<file path="src/rtl/vending_pkg.sv">
// Shared coin codes, coin values and change-dispenser FSM state type.
package vending_pkg;

  localparam int unsigned AMT_W  = 6;
  localparam int unsigned COIN_W = 2;

  typedef enum logic [COIN_W-1:0] {
    COIN_NONE    = 2'd0,
    COIN_NICKEL  = 2'd1,
    COIN_DIME    = 2'd2,
    COIN_QUARTER = 2'd3
  } coin_e;

  // Coin values in nickel units
  localparam logic [AMT_W-1:0] VAL_NICKEL  = 6'd1;
  localparam logic [AMT_W-1:0] VAL_DIME    = 6'd2;
  localparam logic [AMT_W-1:0] VAL_QUARTER = 6'd5;

  typedef enum logic [2:0] {
    ST_IDLE    = 3'd0,
    ST_SELECT  = 3'd1,
    ST_PRESENT = 3'd2,
    ST_DONE    = 3'd3,
    ST_ERROR   = 3'd4
  } state_e;

  // Value of a coin code in nickel units
  function automatic logic [AMT_W-1:0] coin_value(input coin_e c);
    logic [AMT_W-1:0] v;
    case (c)
      COIN_NICKEL:  v = VAL_NICKEL;
      COIN_DIME:    v = VAL_DIME;
      COIN_QUARTER: v = VAL_QUARTER;
      default:      v = '0;
    endcase
    return v;
  endfunction

endpackage

</file>
<file path="src/rtl/coin_select.sv">
// Greedy coin picker: largest stocked coin not exceeding the remaining amount.
// Quarters take part only when CHANGE_QUARTER_EN is defined.
module coin_select
  import vending_pkg::*;
#(
  parameter int unsigned CNT_W = 4
) (
  input  logic [AMT_W-1:0] remaining,
  input  logic [CNT_W-1:0] nickel_cnt,
  input  logic [CNT_W-1:0] dime_cnt,
`ifdef CHANGE_QUARTER_EN
  input  logic [CNT_W-1:0] quarter_cnt,
`endif
  output coin_e            code_c,
  output logic             found_c
);

  // Later assignments win, so the largest qualifying coin is chosen
  always_comb begin
    code_c = COIN_NONE;
    if (remaining >= VAL_NICKEL && nickel_cnt != '0) code_c = COIN_NICKEL;
    if (remaining >= VAL_DIME && dime_cnt != '0)     code_c = COIN_DIME;
`ifdef CHANGE_QUARTER_EN
    if (remaining >= VAL_QUARTER && quarter_cnt != '0) code_c = COIN_QUARTER;
`endif
  end

  assign found_c = (code_c != COIN_NONE);

endmodule

</file>
<file path="src/rtl/change_dispenser.sv">
// Change dispenser: pays a requested amount coin by coin from a saturating
// inventory. Define CHANGE_QUARTER_EN to add a quarter inventory.
module change_dispenser
  import vending_pkg::*;
#(
  parameter int unsigned CNT_W       = 4,
  parameter int unsigned NICKEL_INIT = 4,
  parameter int unsigned DIME_INIT   = 4
) (
  input  logic              clk,
  input  logic              reset,
  input  logic              req_valid,
  input  logic [AMT_W-1:0]  req_amount,
  output logic              req_ready,
  output logic [COIN_W-1:0] coin,
  output logic              coin_valid,
  input  logic              coin_ready,
  input  logic              refill_valid,
  input  logic [COIN_W-1:0] refill_coin,
  output logic              done,
  output logic              err,
  output logic [AMT_W-1:0]  short_amt
);

  localparam logic [CNT_W-1:0] CNT_MAX = '1;

  state_e            state, state_d;
  logic [AMT_W-1:0]  remaining;
  logic [CNT_W-1:0]  nickel_cnt, dime_cnt;
`ifdef CHANGE_QUARTER_EN
  logic [CNT_W-1:0]  quarter_cnt;
`endif
  coin_e             coin_q, coin_d, sel_code;
  logic              sel_found;
  logic              accept, handshake;
  logic              req_ready_d, coin_valid_d, done_d, err_d;
  logic [AMT_W-1:0]  short_amt_d;

  assign accept    = req_valid && req_ready;
  assign handshake = coin_valid && coin_ready;
  assign coin      = COIN_W'(coin_q);

  // Saturating add on refill, decrement on dispense, hold when both coincide
  function automatic logic [CNT_W-1:0] inv_next(input logic [CNT_W-1:0] cnt,
                                                input logic inc, input logic dec);
    logic [CNT_W-1:0] r;
    r = cnt;
    if (inc && !dec && cnt != CNT_MAX) r = cnt + CNT_W'(1);
    else if (dec && !inc)               r = cnt - CNT_W'(1);
    return r;
  endfunction

  coin_select #(.CNT_W(CNT_W)) u_coin_select (
    .remaining   (remaining),
    .nickel_cnt  (nickel_cnt),
    .dime_cnt    (dime_cnt),
`ifdef CHANGE_QUARTER_EN
    .quarter_cnt (quarter_cnt),
`endif
    .code_c      (sel_code),
    .found_c     (sel_found)
  );

  // State register
  always_ff @(posedge clk or negedge reset) begin
    if (!reset) state <= ST_IDLE;
    else        state <= state_d;
  end

  // Next-state logic
  always_comb begin
    state_d = state;
    case (state)
      ST_IDLE:    if (accept) state_d = ST_SELECT;
      ST_SELECT: begin
        if (remaining == '0) state_d = ST_DONE;
        else if (sel_found)  state_d = ST_PRESENT;
        else                 state_d = ST_ERROR;
      end
      ST_PRESENT: if (handshake) state_d = ST_SELECT;
      ST_DONE:    state_d = ST_IDLE;
      ST_ERROR:   state_d = ST_IDLE;
      default:    state_d = ST_IDLE;
    endcase
  end

  // Output decode for the upcoming state; coin is captured on entry to PRESENT
  always_comb begin
    req_ready_d  = 1'b0;
    coin_valid_d = 1'b0;
    done_d       = 1'b0;
    err_d        = 1'b0;
    short_amt_d  = '0;
    coin_d       = COIN_NONE;
    case (state_d)
      ST_IDLE:    req_ready_d = 1'b1;
      ST_PRESENT: begin
        coin_valid_d = 1'b1;
        coin_d       = (state == ST_SELECT) ? sel_code : coin_q;
      end
      ST_DONE:    done_d = 1'b1;
      ST_ERROR: begin
        err_d       = 1'b1;
        short_amt_d = remaining;
      end
      default: ;
    endcase
  end

  // Output registers
  always_ff @(posedge clk or negedge reset) begin
    if (!reset) begin
      req_ready  <= 1'b1;
      coin_valid <= 1'b0;
      coin_q     <= COIN_NONE;
      done       <= 1'b0;
      err        <= 1'b0;
      short_amt  <= '0;
    end else begin
      req_ready  <= req_ready_d;
      coin_valid <= coin_valid_d;
      coin_q     <= coin_d;
      done       <= done_d;
      err        <= err_d;
      short_amt  <= short_amt_d;
    end
  end

  // Amount still owed: loaded on accept, reduced on each coin handshake
  always_ff @(posedge clk or negedge reset) begin
    if (!reset)         remaining <= '0;
    else if (accept)    remaining <= req_amount;
    else if (handshake) remaining <= remaining - coin_value(coin_q);
  end

  // Coin inventories
  always_ff @(posedge clk or negedge reset) begin
    if (!reset) begin
      nickel_cnt  <= CNT_W'(NICKEL_INIT);
      dime_cnt    <= CNT_W'(DIME_INIT);
`ifdef CHANGE_QUARTER_EN
      quarter_cnt <= '0;
`endif
    end else begin
      nickel_cnt  <= inv_next(nickel_cnt, refill_valid && refill_coin == COIN_NICKEL,
                              handshake && coin_q == COIN_NICKEL);
      dime_cnt    <= inv_next(dime_cnt, refill_valid && refill_coin == COIN_DIME,
                              handshake && coin_q == COIN_DIME);
`ifdef CHANGE_QUARTER_EN
      quarter_cnt <= inv_next(quarter_cnt, refill_valid && refill_coin == COIN_QUARTER,
                              handshake && coin_q == COIN_QUARTER);
`endif
    end
  end

endmodule

</file>
<file path="config.mk">
export PLATFORM = sky130hd
export DESIGN_NAME = change_dispenser
export DESIGN_NICKNAME = d
export VERILOG_FILES = /design/src/rtl/vending_pkg.sv /design/src/rtl/coin_select.sv /design/src/rtl/change_dispenser.sv
export SDC_FILE = /design/constraint.sdc
export NUM_CORES = 1
export LEC_CHECK = 0
export CORE_MARGIN = 2
export CORE_UTILIZATION = 47
export CTS_CLUSTER_DIAMETER = 120
export DETAILED_ROUTE_END_ITERATION = 16
export PLACE_DENSITY = 0.74
export SYNTH_ARGS = -nofsm -noshare
export SYNTH_HDL_FRONTEND = slang
export SYNTH_SLANG_ARGS = --single-unit
</file>
<file path="constraint.sdc">
create_clock -name clk -period 2.05 [get_ports clk]
set_input_delay 0.3075 -clock clk [delete_from_list [all_inputs] [get_ports clk]]
set_output_delay 0.3075 -clock clk [all_outputs]
set_load 0.005 [all_outputs]
</file>
Word-level counts from Yosys, hierarchy flattened
Index checks and enable logic that the tools add are counted.
- $add $sub $neg: 5
- order comparisons: 2
- equal/unequal tests: 13
- muxes and demuxes: 23
- reduce and logical (&&, ||, !) cells: 27
- operator list (kind ; count):
    2-to-1 mux 6 bit ; 5
    case mux 3 bit (3 select lines) ; 2
    2-to-1 mux 4 bit ; 4
    logical AND 1 bit ; 14
    2-to-1 mux 3 bit ; 4
    equality test 3 x 2 -> 1 bit, second input constant ; 3
    adder 4 x 1 -> 4 bit, second input constant ; 2
    != test 4 bit, second input constant ; 2
    nonzero test 2 bit ; 4
    nonzero test 4 bit ; 2
    subtractor 4 x 1 -> 4 bit, second input constant ; 2
    equality test 2 bit, second input constant ; 3
    >= comparator 6 x 1 -> 1 bit, second input constant ; 1
    >= comparator 6 x 2 -> 1 bit, second input constant ; 1
    logical NOT 3 bit ; 2
    logical NOT 6 bit ; 1
    2-to-1 mux 2 bit ; 3
    subtractor 6 bit ; 1
    2-to-1 mux 1 bit ; 5
    equality test 2 x 1 -> 1 bit, second input constant ; 2
    logical NOT 1 bit ; 4
    equality test 3 x 1 -> 1 bit, second input constant ; 1
    equality test 3 bit, second input constant ; 1
    != test 2 bit, second input constant ; 1
- flip-flop bits (word level): 29
- input bits: 13
- output and inout bits: 12
- logic and storage cells: 80

Logic depth before layout (Yosys ltp)
Gate-level depths: netlist of the first run.
- depth in word-level cells: 10
- mapped depth: 8
- mapped depth without buffers: 8

Cells and area by module
A second synthesis of the first run with hierarchy kept.
- cell total of the unflattened synthesis: 150
- area total of the unflattened synthesis: 1635.3 um2
- by module, submodules not included (module ; times used ; cells an instance ; area an instance (um2) ; seq. area each (um2)):
    change_dispenser ; 1 ; 140 ; 1572.8 ; 729.4
    coin_select ; 1 ; 10 ; 62.6 ; 0.0

Worst setup path before layout of the first run
OpenSTA, ideal clock, no wires.
- path kind: reg2reg
- start: register coin_valid
- end: register dime_cnt[3]
- library setup time: 79 ps
- arrival: 1930 ps
- required time: 1971 ps
- setup slack: 41 ps
- stages on the path, launching flop included: 9
- path buffers: 1
- clock period less this slack: 2009 ps
- cells stage by stage: dfrtp_1 nand2_1 clkbuf_1 o21ai_1 ha_1 a21o_1 a21oi_1 mux2i_1 xor2_1
- cells in the longest elaborated chain, start to end: 6
- elaborated cells between the ends (all ways): 8
- those cells by class: mux (1); reduce/logical (7)
- ends and longest elaborated chain (what ; line ; text):
    from (decl) ; change_dispenser.sv:16 ; output logic coin_valid,
    from (signal assigned) ; change_dispenser.sv:121 ; coin_valid <= coin_valid_d;
    logical AND 1 bit (*) ; change_dispenser.sv:40 ; assign handshake = coin_valid && coin_ready;
    logical AND 1 bit (*) ; change_dispenser.sv:148 ; handshake && coin_q == COIN_DIME);
    logical NOT 1 bit ; change_dispenser.sv:48 ; if (inc && !dec && cnt != CNT_MAX) r = cnt + CNT_W'(1);
    logical AND 1 bit (2 in series) ; change_dispenser.sv:48 ;
    2-to-1 mux 4 bit / nonzero test 2 bit (equally long branches) ; - ;
    to (signal assigned) ; change_dispenser.sv:140 ; dime_cnt <= CNT_W'(DIME_INIT);
    to (signal assigned) ; change_dispenser.sv:147 ; dime_cnt <= inv_next(dime_cnt, refill_valid && refill_coin == COIN_DIME,
    to (decl) ; change_dispenser.sv:29 ; logic [CNT_W-1:0] nickel_cnt, dime_cnt;
Every way passes the cells marked *; elsewhere a longest branch is shown, timed or not.
A chain may end at the register's enable or synchronous reset.

Worst setup path after layout of the first run
- start: input refill_coin[1]
- end: register dime_cnt[3]
- cells in the longest elaborated chain, start to end: 5
- elaborated cells between the ends (all ways): 8
- those cells by class: eq/ne (1); mux (1); reduce/logical (6)
- ends and longest elaborated chain (what ; line ; text):
    from (decl) ; change_dispenser.sv:19 ; input logic [COIN_W-1:0] refill_coin,
    equality test 2 bit (*) ; change_dispenser.sv:147 ;
    logical AND 1 bit (*) ; change_dispenser.sv:147 ;
    logical AND 1 bit / logical NOT 1 bit (equally long branches) ; change_dispenser.sv:48, change_dispenser.sv:49 ;
    logical AND 1 bit (on tied branches) ; change_dispenser.sv:48, change_dispenser.sv:49 ;
    2-to-1 mux 4 bit / nonzero test 2 bit (equally long branches) ; - ;
Marked as above.

==> flow_summary.yaml, run 1 <==
worst_setup_path:
  critical_path_required_ns: 2.32
  crit_arrival_ns: 2.23
  r2r-start: "nickel_cnt[2]$_DFFE_PN1P_"
  r2r_end: "nickel_cnt[3]$_DFFE_PN0P_"
  cp-start-kind: "input pin"
  end_kind: "register"
  reg2reg_setup_slack_ns: 0.13
  ff2ff_path_depth: 7
  critPathLaunch: "refill_coin[1]"
  cp_max_fo: 2
  critPathKind: "in -> reg"
run:
  maxCapViolCount: 0
die:
  io_pins: 25
  core_um2: 3078
  chipWidth_um: 61.18
  die_area_um2: 3742
  rows: 20
  initial_utilization_pct: 49.92
  die_height_um: 61.18
grt:
  grt_pass1_vias: 1268
  grt_overflow: 0
  grt_max_degree: 30
  antenna_found_initial: 0
  grtUsageTotal_pct: 21.19
  grt_pass1_wl_mm: 5.602
synthesis:
  async_flop_share_pct: 100.0
  ys_seq_area_share_pct: 47.48
  synth_edf_count: 0
  syn_nets: 164
  synth_cell_type_count: 41
  syn_avg_cell_area_um2: 10.90
  yosys-top-cells-area: "dfrtp_1 42%, ha_1 5.7%, dfstp_2 5.1%, xor2_1 4.6%, fa_1 3.9%"
  yosysTopAreaCell: "dfrtp_1"
  synthesis.area_um2: 1536
  synth_xor_area_share_pct: 5.130
  synth-adder-area-share_pct: 9.609
  synth.area.mux_share_pct: 4.235
  synthFlopType: "dfrtp_1"
  syn_inst: 141
  synth_top_family_by_area: "simple AND/OR/NAND/NOR gates"
  synth-compound-area-share_pct: 11.56
  synth_seq_cells: 29
  synth_common_cells: "26 x dfrtp_1, 14 x nand2_1, 8 x nor2_1, 8 x o21ai_0, 8 x xor2_1"
  yosys_warnings: 0
  yosys.area_share.simple_pct: 20.28
  synth_most_common_cell: "dfrtp_1"
  netlist.area_leader.share_pct: 42.35
timing:
  finalMaxSlewViolations: 0
  tightestPinTransition_ns: 0.5423
  layout_min_cycle_time_ns: 1.962
  setup_tns_ns: 0
  relSlewSlack_pct: 63.51
  max_freq_mhz: 509.8
  skew_ns: 0.008802
  period_share_pct: 95.69
  finalSetupViolations: 0
  hold_viol: 0
  whs_ns: 0.3394
finish:
  num_antenna_cells: 0
  synthToLayoutAreaGrowth_pct: 31.60
  final_cells: 227
  drive_gt1_share_pct: 25.14
  fill_cells: 240
  layout.nets: 205
  final_util_pct: 65.69
cts:
  clk_pin_slew_ns: 0.09
  cts.path.max_buffers: 2
  cts-root-buf: "clkbuf_4"
  insertion_delay_ns: 0.34
  cts_htree_levels: 2
  cts_num_sinks: 29
  cts_tree: "built"
  cts_buffers: 5
  hold_buffers: 0
power_and_ir_drop:
  powerDensity_nw_per_um2: 1248
  leakage_nw: 0.8799
  ir_drop_uv: 608.5
  power_mw: 2.524
placement:
  gp_congestion: 0.8500
  portBuffers: 24
  dp.cells: 218
  dpl.hpwl_mm: 2.407
worst_hold_path:
  min_path_type: "in -> async"
routing:
  routed_via_density: 5.300
  routed_wl_mm: 3.342
  ant_nets: 0
  first_iter_violations: 36
  wire_per_inst_um: 14.72
  drc: 0
  first_pass_iters: 4
  num_vias: 1203
outcome:
  status: "complete, no violations"
state kept, by name, summed over array words and instances (netlist names):
register,flops
dime_cnt,4
nickel_cnt,4
coin,2
done,1
remaining,6
state,3
short_amt,6
req_ready,1
err,1
coin_valid,1
stage by stage:
| stage | instance area [µm²] | setup WS (ns) |
|---|---|---|
| after floorplan | 1536 | 0.04129 |
| after global placement | 1907 | -0.2736 |
| after detailed placement | 1907 | -0.2807 |
| after CTS | 1977 | 0.04700 |
| after global routing | 2022 | -0.004902 |
| final | 2022 | 0.08831 |
report_power, final:
group	switching (mW)	total [mW]	internal (mW)	leakage [nW]
Sequential	0.234	1.02	0.785	0.367
Clock	0.202	0.401	0.198	0.0413
Combinational	0.550	1.10	0.553	0.471
Total	0.987	2.52	1.54	0.880
area by class of cell:
class	count	area (µm²)	area share, %
Clock buffer	7	65.06	3.218
Sequential cell	29	729.5	36.08
Timing Repair Buffer	36	332.8	16.46
Multi-Input combinational cell	105	815.8	40.35
Inverter	5	18.77	0.9282
Tap cell	44	55.05	2.723
Clock inverter	1	5.005	0.2475
cell usage in the layout (no fill, tap or decap), drive strengths merged, types with 4 or more instances in the layout:
cell,Yosys,layout
dfrtp,26,26
clkdlybuf4s50,0,23
nand2,14,14
buf,1,12
o21ai,10,10
nor2,10,10
xor2,8,8
nor3,8,8
ha,7,7
clkbuf,1,7
a21oi,7,7
inv,5,5
and2,5,5
mux2,4,4
layer usage:
metal | global-route usage [%] | vias to the layer above | part of all wire, %
met3 | 6.092 | 8 | 4.9
li1 | - | 575 | -
met5 | 0 | - | 0
met4 | 11.18 | 0 | 2.2
met2 | 34.95 | 42 | 50
met1 | 25.03 | 578 | 43
logic make-up after synthesis:
kind of cell             after synthesis
flip-flops                            29
AO/OA/AOI/OAI                         25
adder cells (fa/ha/maj)               10
AND/OR/NAND/NOR                       55
XOR/XNOR                               9
buffers and inverters                  7
multiplexers                           6
worst max path at each step:
stage / endpoint / slack, ns / cells past startpoint
3_5_place_dp: dime_cnt[3]$_DFFE_PN0P_ / -0.28 / 9
2_1_floorplan: dime_cnt[3]$_DFFE_PN0P_ / 0.04 / 8
6_report: dime_cnt[3]$_DFFE_PN0P_ / 0.09 / 9
4_1_cts: nickel_cnt[3]$_DFFE_PN0P_ / 0.05 / 8
5_1_grt: nickel_cnt[3]$_DFFE_PN0P_ / -0.005 / 7
3_3_place_gp: dime_cnt[3]$_DFFE_PN0P_ / -0.27 / 9
worst max-delay path: stages:
cell	delay, ns
clkdlybuf4s50_1	0.49
nand3b_1	0.12
a41oi_1	0.18
o21ai_1	0.11
ha_1	0.29
a21o_1	0.17
a21oi_2	0.16
mux2i_1	0.24
xor2_1	0.16
repair_timing:
item / 4_1_cts / 5_1_grt
setup endpoints to repair: 0 / 2
setup buffers: 0 / 1
resized for setup: 0 / 7
No activity file was read; power rests on OpenSTA's default activity.
==> run 2, diff against run 1 <==
- CELL_PAD_IN_SITES_DETAIL_PLACEMENT: unset -> 1
- CELL_PAD_IN_SITES_GLOBAL_PLACEMENT: unset -> 1
- CORE_UTILIZATION: 47 -> 37
- PLACE_DENSITY: 0.74 -> unset
- PLACE_DENSITY_LB_ADDON: unset -> 0.1
==> flow_summary.yaml, run 2 (synthesized netlist as in run 1, its figures left out) <==
finish:
  layout_common_cells: "25 x dfrtp_1, 20 x clkdlybuf4s50_1, 18 x buf_4"
  top_regs: "remaining (6), short_amt (6)"
  drive_gt1_share_pct: 28.04
  layout_commonest_cell: "dfrtp_1"
  final_util_pct: 52.89
  layout.nets: 211
  num_antenna_cells: 0
  synthToLayoutAreaGrowth_pct: 37.70
  fill_cells: 426
die:
  die_area_um2: 4684
  rows: 23
  io_pins: 25
  chipWidth_um: 68.44
  initial_utilization_pct: 38.41
  die_height_um: 68.44
  core_um2: 4000
power_and_ir_drop:
  p_sw_mw: 0.9963
  intPower_mw: 1.615
  power_frac_seq_pct: 39.3
  leakage_nw: 0.9395
  switching_share_pct: 38.15
  comb_power_share_pct: 42.3
  pwr-share-clk_pct: 18.4
  ir_drop_uv: 587.2
  powerDensity_nw_per_um2: 1234
routing:
  routed_via_density: 5.054
  ant_nets: 0
  num_vias: 1208
  drc: 0
  wire_per_inst_um: 15.22
  first_pass_iters: 4
  first_iter_violations: 27
  routed_wl_mm: 3.638
cts:
  cts_htree_levels: 2
  cts_tree: "built"
  insertion_delay_ns: 0.28
  cts_num_sinks: 29
  cts.path.max_buffers: 2
  cts-root-buf: "clkbuf_8"
  clk_pin_slew_ns: 0.06
  cts_buffers: 5
placement:
  portBuffers: 24
  dpl.hpwl_mm: 2.701
  gp_congestion: 0.7753
worst_setup_path:
  max_stage_delay_ns: 0.47
  critical_path_required_ns: 2.25
  path_delay_family: "compound AO/OA/AOI/OAI gates"
  path_buf_inv: 0
  critPathKind: "reg -> reg"
  cp-start-kind: "register"
  end_kind: "register"
  crit_arrival_ns: 2.13
  cp_max_fo: 5
  path_cells: "a41oi_2 > o21ai_4 > ha_1 > a21o_1 > a21oi_2 > mux2i_1 > xor2_1"
  crit_slowest_cell: "dfrtp_1"
grt:
  grt_overflow: 0
  grt.met3_usage_pct: 5.921
  grt_pass1_wl_mm: 6.154
  grtUsageMet1_pct: 21.47
  grt_max_degree: 30
  grt_pass1_vias: 1338
  gr-usage-met2_pct: 32.21
  top_usage_layer: "met2"
  grtUsageTotal_pct: 18.45
  antenna_found_initial: 0
timing:
  tightestPinTransition_ns: 0.4806
  finalSetupViolations: 0
  layout_min_cycle_time_ns: 1.935
  relSlewSlack_pct: 67.66
  whs_ns: 0.4202
  skew_ns: 0.005045
  period_share_pct: 94.38
  finalMaxSlewViolations: 0
  hold_viol: 0
  max_freq_mhz: 516.9
outcome:
  status: "complete, no violations"
worst_hold_path:
  min_path_type: "in -> async"
run:
  maxCapViolCount: 0
[run 2: changes by cell type in the layout (fill, tap and decap cells not counted), moves of 2 or more]
cell,previous run,this run
buf_4,12,18
clkbuf_1,0,2
clkbuf_4,5,0
clkbuf_8,2,6
clkdlybuf4s50_1,23,20
dlymetal6s2s_1,1,4
[run 2: metal layers]
layer  share of wire (%)  routed length [µm]  vias to the layer above
li1                    -                   -                      589
met1                  42                1513                      599
met2                  54                1958                       16
met3                 3.5                 129                        4
met4                 1.0                  37                        0
met5                   0                   0                        -
[run 2: area by class of cell]
cell class              count  area, µm²  area share [%]
clock buffers               8      90.09           4.258
inverters                   5      18.77          0.8870
multi-input cells         105      828.3           39.15
flip-flops and latches     29      730.7           34.54
well taps                  50      62.56           2.957
repair buffers             42      385.4           18.21
[run 2: power groups by stage]
stage          logic, mW  clock network [mW]  registers, mW
5_1_grt             1.26               0.528           1.07
3_5_place_dp        1.06                   0           1.01
6_report            1.10               0.481           1.03
3_3_place_gp        1.02                   0           1.00
2_1_floorplan      0.707                   0          0.966
4_1_cts             1.09               0.506           1.01
[run 2: repair_timing]
item | 4_1_cts | 5_1_grt
hold buffers | 0 | 0
gates resized for setup | 2 | 12
setup endpoints to repair | 1 | 5
buffers inserted | 1 | 2
pin swaps | 0 | 7
hold endpoints to repair | 0 | 0
[run 2: path summary, 6_finish.rpt]
kind	startpoint	end	slack, ns	depth (start not counted)
hold reg to reg	nickel_cnt[3]$_DFFE_PN0P_	nickel_cnt[3]$_DFFE_PN0P_	0.52	1
min in group clk	nickel_cnt[3]$_DFFE_PN0P_	nickel_cnt[3]$_DFFE_PN0P_	0.52	1
setup / recovery	dime_cnt[0]$_DFFE_PN0P_	dime_cnt[3]$_DFFE_PN0P_	0.12	7
hold / removal	reset	dime_cnt[3]$_DFFE_PN0P_	0.42	2
max in group asynchronous	reset	req_ready$_DFF_PN1_	1.32	2
setup reg to reg	dime_cnt[0]$_DFFE_PN0P_	dime_cnt[3]$_DFFE_PN0P_	0.12	7
[run 2: worst register-to-register path, delay by kind of cell, from the launching register on]
| family | cells | cell delay, ns |
|---|---|---|
| xor+xnor | 1 | 0.18 |
| flops | 1 | 0.47 |
| fa+ha+maj | 1 | 0.31 |
| mux | 1 | 0.24 |
| compound gates | 4 | 0.67 |
[run 2: per-stage QoR]
stage | cell area [µm²] | worst slack, ns | setup TNS [ns] | instances | power, mW
floorplan | 1536 | 0.04129 | 0 | 141 | 1.674
global placement | 1944 | -0.2521 | -1.026 | 228 | 2.018
detailed placement | 1944 | -0.3288 | -1.315 | 228 | 2.071
CTS | 2049 | 0.002055 | 0 | 237 | 2.600
global route | 2116 | -0.01686 | -0.02929 | 239 | 2.859
finish | 2116 | 0.1153 | 0 | 239 | 2.611
